[config.mk]
export PLATFORM = sky130hd
export DESIGN_NAME = axi4lite_manager
export DESIGN_NICKNAME = d
export VERILOG_FILES = /design/src/rtl/axi4lite_manager_pkg.sv /design/src/rtl/axi4lite_manager_watchdog.sv /design/src/rtl/axi4lite_manager.sv
export SDC_FILE = /design/constraint.sdc
export NUM_CORES = 1
export LEC_CHECK = 0
export ABC_AREA = 1
export CAP_MARGIN = 30
export CORE_MARGIN = 4
export CORE_UTILIZATION = 55
export CTS_CLUSTER_DIAMETER = 40
export CTS_CLUSTER_SIZE = 30
export DETAILED_ROUTE_END_ITERATION = 7
export DONT_BUFFER_PORTS = 1
export GPL_TIMING_DRIVEN = 0
export PLACE_DENSITY = 0.72
export SYNTH_ARGS = -nofsm -noshare
export SYNTH_HDL_FRONTEND = slang
export SYNTH_SLANG_ARGS = --single-unit
[constraint.sdc]
create_clock -name aclk -period 3.9 [get_ports aclk]
set_input_delay 0.78 -clock aclk [delete_from_list [all_inputs] [get_ports aclk]]
set_output_delay 0.78 -clock aclk [all_outputs]
set_load 0.05 [all_outputs]
[src/rtl/axi4lite_manager_pkg.sv]
// axi4lite_manager_pkg: response codes and FSM state encoding shared by the AXI4-Lite manager files
package axi4lite_manager_pkg;
    localparam logic [1:0] RESP_OKAY   = 2'b00;
    localparam logic [1:0] RESP_SLVERR = 2'b10;
    typedef enum logic [2:0] {S_IDLE, S_WRITE, S_WRESP, S_READ, S_RDATA, S_RSP} state_t;
endpackage

[src/rtl/axi4lite_manager_watchdog.sv]
// axi4lite_manager_watchdog: transaction watchdog; expired fires in the TIMEOUT-th enabled cycle after clr
// so the abort registered on that edge leaves exactly TIMEOUT cycles of valid/ready activity.
module axi4lite_manager_watchdog #(
    parameter int TIMEOUT = 1024
) (
    input  logic aclk,
    input  logic aresetn,
    input  logic clr,
    input  logic en,
    output logic expired
);
    localparam int CW = (TIMEOUT < 2) ? 1 : $clog2(TIMEOUT);
    logic [CW-1:0] cnt;
    always_ff @(posedge aclk or negedge aresetn) begin
        if (!aresetn) cnt <= '0;
        else cnt <= clr ? '0 : en ? cnt + 1'b1 : cnt;
    end
    assign expired = (TIMEOUT != 0) && en && (cnt == CW'(TIMEOUT - 1));
endmodule

[src/rtl/axi4lite_manager.sv]
// axi4lite_manager: single-outstanding AXI4-Lite manager bridging a valid/ready command port to AXI reads/writes
// with a watchdog that abandons transactions to unresponsive subordinates.
module axi4lite_manager
    import axi4lite_manager_pkg::*;
#(
    parameter int ADDR_W  = 32,
    parameter int TIMEOUT = 1024
) (
    input  logic              aclk,
    input  logic              aresetn,
    input  logic              cmd_valid,
    output logic              cmd_ready,
    input  logic              cmd_write,
    input  logic [ADDR_W-1:0] cmd_addr,
    input  logic [31:0]       cmd_wdata,
    input  logic [3:0]        cmd_wstrb,
    output logic              rsp_valid,
    input  logic              rsp_ready,
    output logic [31:0]       rsp_rdata,
    output logic [1:0]        rsp_resp,
    output logic              rsp_timeout,
    output logic [ADDR_W-1:0] m_axi_lite_awaddr,
    output logic [2:0]        m_axi_lite_awprot,
    output logic              m_axi_lite_awvalid,
    input  logic              m_axi_lite_awready,
    output logic [31:0]       m_axi_lite_wdata,
    output logic [3:0]        m_axi_lite_wstrb,
    output logic              m_axi_lite_wvalid,
    input  logic              m_axi_lite_wready,
    input  logic [1:0]        m_axi_lite_bresp,
    input  logic              m_axi_lite_bvalid,
    output logic              m_axi_lite_bready,
    output logic [ADDR_W-1:0] m_axi_lite_araddr,
    output logic [2:0]        m_axi_lite_arprot,
    output logic              m_axi_lite_arvalid,
    input  logic              m_axi_lite_arready,
    input  logic [31:0]       m_axi_lite_rdata,
    input  logic [1:0]        m_axi_lite_rresp,
    input  logic              m_axi_lite_rvalid,
    output logic              m_axi_lite_rready
);
    state_t state;
    logic busy, done, expired;
    assign m_axi_lite_awprot = 3'b000;
    assign m_axi_lite_arprot = 3'b000;
    assign busy = state inside {S_WRITE, S_WRESP, S_READ, S_RDATA};
    // done marks the handshake that completes the current state; it beats a same-cycle expiry
    always_comb begin
        done = (state == S_WRITE) ? (!m_axi_lite_awvalid || m_axi_lite_awready) && (!m_axi_lite_wvalid || m_axi_lite_wready) :
               (state == S_WRESP) ? m_axi_lite_bvalid :
               (state == S_READ)  ? m_axi_lite_arready :
               (state == S_RDATA) ? m_axi_lite_rvalid : 1'b0;
    end
    axi4lite_manager_watchdog #(.TIMEOUT(TIMEOUT)) u_watchdog (
        .aclk    (aclk),
        .aresetn (aresetn),
        .clr     (state == S_IDLE),
        .en      (busy),
        .expired (expired)
    );
    always_ff @(posedge aclk or negedge aresetn) begin
        if (!aresetn) begin
            state              <= S_IDLE;
            cmd_ready          <= 1'b0;
            rsp_valid          <= 1'b0;
            rsp_rdata          <= '0;
            rsp_resp           <= RESP_OKAY;
            rsp_timeout        <= 1'b0;
            m_axi_lite_awaddr  <= '0;
            m_axi_lite_awvalid <= 1'b0;
            m_axi_lite_wdata   <= '0;
            m_axi_lite_wstrb   <= '0;
            m_axi_lite_wvalid  <= 1'b0;
            m_axi_lite_bready  <= 1'b0;
            m_axi_lite_araddr  <= '0;
            m_axi_lite_arvalid <= 1'b0;
            m_axi_lite_rready  <= 1'b0;
        end else if (expired && !done) begin
            m_axi_lite_awvalid <= 1'b0;
            m_axi_lite_wvalid  <= 1'b0;
            m_axi_lite_bready  <= 1'b0;
            m_axi_lite_arvalid <= 1'b0;
            m_axi_lite_rready  <= 1'b0;
            rsp_valid          <= 1'b1;
            rsp_rdata          <= '0;
            rsp_resp           <= RESP_SLVERR;
            rsp_timeout        <= 1'b1;
            state              <= S_RSP;
        end else begin
            case (state)
                S_IDLE: begin
                    if (cmd_valid && cmd_ready) begin
                        cmd_ready         <= 1'b0;
                        m_axi_lite_bready <= 1'b0;
                        m_axi_lite_rready <= 1'b0;
                        if (cmd_write) begin
                            m_axi_lite_awaddr  <= cmd_addr;
                            m_axi_lite_wdata   <= cmd_wdata;
                            m_axi_lite_wstrb   <= cmd_wstrb;
                            m_axi_lite_awvalid <= 1'b1;
                            m_axi_lite_wvalid  <= 1'b1;
                            state              <= S_WRITE;
                        end else begin
                            m_axi_lite_araddr  <= cmd_addr;
                            m_axi_lite_arvalid <= 1'b1;
                            state              <= S_READ;
                        end
                    end else begin
                        cmd_ready         <= 1'b1;
                        m_axi_lite_bready <= 1'b1;
                        m_axi_lite_rready <= 1'b1;
                    end
                end
                S_WRITE: begin
                    if (m_axi_lite_awready) m_axi_lite_awvalid <= 1'b0;
                    if (m_axi_lite_wready) m_axi_lite_wvalid <= 1'b0;
                    if (done) begin
                        m_axi_lite_bready <= 1'b1;
                        state             <= S_WRESP;
                    end
                end
                S_WRESP: begin
                    if (m_axi_lite_bvalid) begin
                        m_axi_lite_bready <= 1'b0;
                        rsp_valid         <= 1'b1;
                        rsp_rdata         <= '0;
                        rsp_resp          <= m_axi_lite_bresp;
                        rsp_timeout       <= 1'b0;
                        state             <= S_RSP;
                    end
                end
                S_READ: begin
                    if (m_axi_lite_arready) begin
                        m_axi_lite_arvalid <= 1'b0;
                        m_axi_lite_rready  <= 1'b1;
                        state              <= S_RDATA;
                    end
                end
                S_RDATA: begin
                    if (m_axi_lite_rvalid) begin
                        m_axi_lite_rready <= 1'b0;
                        rsp_valid         <= 1'b1;
                        rsp_rdata         <= m_axi_lite_rdata;
                        rsp_resp          <= m_axi_lite_rresp;
                        rsp_timeout       <= 1'b0;
                        state             <= S_RSP;
                    end
                end
                S_RSP: begin
                    if (rsp_ready) begin
                        rsp_valid         <= 1'b0;
                        cmd_ready         <= 1'b1;
                        m_axi_lite_bready <= 1'b1;
                        m_axi_lite_rready <= 1'b1;
                        state             <= S_IDLE;
                    end
                end
                default: state <= S_IDLE;
            endcase
        end
    end
endmodule

==> run metrics <==
DPL Wire Length 12550 µm; Top delay family on crit path simple AND/OR/NAND/NOR gates; max frequency 421.3 MHz; Cell Rows 39; synthesized area 6624 µm²; Post-synth top cells nand2_1, dfrtp_1, nand3_1; Worst setup endpoint m_axi_lite_awaddr[27]; Post-DRT Antenna Nets 0; max_cap viols 0; Worst Path Required 4.20 ns; Post-CTS Setup Repair Bufs 0; CTS H-Tree Depth 4; Initial Util 0.5704; Setup TNS 0 ns; core area 11610 µm²; Max stage delay on crit path 0.52 ns; ant diodes 0; yosys warns 0; DR pass1 iterations 5; Synth area leader dfrtp_1; Slew @ Worst Pin 0.6424 ns; R2R Setup Slk 1.53 ns; top layer in use met4; RR Endpoint m_axi_lite_awaddr[27]; Synth cell types 33; global-route usage over all layers 0.2422; TritonCTS clock tree built; clk root buf clkbuf_16; FFs w/ async S/R, synth 1.000; placed cells 932; Overflow after GRT 0; reg2reg start state[0]; hold crit path type input pin to asynchronous set/reset pin; Setup Viol. Count Final 0; final period utilization 0.6086; number of clock sinks 155; CTS Hold Bufs 0; RSZ-0062 raised after global routing false; via count 5287; worst clock skew 0.008638 ns; largest net degree at the start of global routing 156; Buf/Inv on CP 4; synthesized flop and latch total 155; Levels on crit path 10; Area contributors post-synth dfrtp_1, nand2_1, nand3_1, o21ai_0, o21ai_2; Final Slew Violations 0; met2 routed wirelength 8233 µm; clock buffers created by TritonCTS 17; first-pass GRT wire length between 20000 and 30000 µm; Synth-to-Final Area Change 13.22%; Fill cells 949; final WL 17010 µm; clock slew at reported path FFs 0.06 ns; FF-to-FF path depth 10; nets ~920; Die H 117.7 µm; initial drt markers 465; clk_lat worst skew 0.41 ns; Port Buffers 0; DR WL/cell roughly 18 µm; final cell count without fillers 963; initial antenna violation count 0; DR vias/cell 5.490; final hold vios 0; cell mode on critical path nand2_1; post-synth top area share 0.5856; Max clock buf depth 2; most numerous cell in the Yosys netlist nand2_1; CP max FO 10; slowest CP cell nor2_1; vias in the first global route between 5k and 6k; crit path launch type flop; crit path from state[0]; sequential area share after synthesis 0.5856; Die W 117.7 µm; fin crit period 2.374 ns; Total Die Area 13860 µm²; share of layout cells above drive strength 1 0.1122; status completed; gpl congestion 0.9049; routed length on met3 just under 2000 µm; crit-path cells buf_6 > nor2_4 > nand2_1 > inv_2 > nand2_1 > nor2_1 > inv_2 > clkbuf_1 > nand2_1 > nand2_1; Rel. slew slack 0.5701; Resized Gates After CTS 0; Main synth FF type dfrtp_1; post-synthesis cell count 784; DRT met1 WL 6372 µm; type of the worst setup path flop to flop; DRC violation count after routing 0; Post-synth EDFFs 0; Crit. End Element flop; # IOs 262; synthesized area per cell 8.449 µm²; crit path DAT 2.67 ns
## placed cells by master (no fill, tap or decap), types with 8 or more instances in the layout
| master | Yosys | final |
|---|---|---|
| nand2_1 | 398 | 398 |
| clkbuf_16 | 0 | 17 |
| a21oi_1 | 8 | 8 |
| clkbuf_1 | 13 | 14 |
| inv_1 | 19 | 19 |
| o21ai_0 | 31 | 31 |
| o21ai_2 | 12 | 12 |
| buf_2 | 16 | 16 |
| buf_4 | 10 | 10 |
| dfrtp_1 | 155 | 155 |
| nor2_1 | 24 | 24 |
| nand3_1 | 54 | 54 |
| inv_2 | 8 | 8 |
## per-layer routing
metal  up-vias  GRT usage
li1       2499          -
met5         -          0
met3        31     0.1043
met4         0    0.09524
met1      2493     0.2914
met2       264     0.3863
## flip-flops by register name, summed over array words and instances, names as in the netlist
| name | count |
|---|---|
| m_axi_lite_rready | 1 |
| state | 3 |
| rsp_rdata | 32 |
| m_axi_lite_araddr | 32 |
| m_axi_lite_awvalid | 1 |
| rsp_timeout | 1 |
| m_axi_lite_bready | 1 |
| m_axi_lite_wstrb | 4 |
| u_watchdog.cnt | 10 |
| m_axi_lite_arvalid | 1 |
| m_axi_lite_wvalid | 1 |
| cmd_ready | 1 |
| m_axi_lite_wdata | 32 |
| m_axi_lite_awaddr | 32 |
| rsp_resp | 2 |
| rsp_valid | 1 |
## cell families after synthesis
logic type | count (synthesis) | share of synthesized area
flops | 155 | 0.5856
fa+ha+maj | 1 | 0.001889
simple gates | 495 | 0.3007
buf+inv | 73 | 0.05478
compound gates | 59 | 0.05648
other cells | 1 | 0.0005661
## final cells by class
class / instances / area (µm²) / share of cell area
sequential: 155 / 3879 / 0.5172
multi-input combinational: 561 / 2401 / 0.3202
clock buffer: 19 / 442.9 / 0.05906
buffer: 44 / 254.0 / 0.03387
clock inverter: 12 / 235.2 / 0.03136
tap: 143 / 178.9 / 0.02386
inverter: 29 / 108.9 / 0.01451
## worst min-delay path by stage
stage                         to  slack, ns  cells past startpoint
2_1_floorplan  u_watchdog.cnt[1]       0.47                      2
3_3_place_gp        rsp_rdata[8]       0.49                      0
3_5_place_dp        rsp_rdata[5]       0.49                      0
4_1_cts             rsp_rdata[5]       0.05                      0
5_1_grt                 state[2]       0.04                      0
6_report            rsp_rdata[5]       0.06                      0
## through the flow
step	area, µm²	util	setup WS [ns]	hold WS [ns]
4_1_cts	7500	0.6458	1.526	0.05022
3_3_place_gp	6822	0.5874	1.577	0.4898
2_1_floorplan	6643	-	1.916	0.4750
3_5_place_dp	6822	0.5874	1.537	0.4891
5_1_grt	7500	0.6458	1.299	0.03818
6_report	7500	0.6458	1.526	0.06277
Power is not shown: default switching activity piles up to over one toggle a cycle in this logic, so the estimate is an artifact.
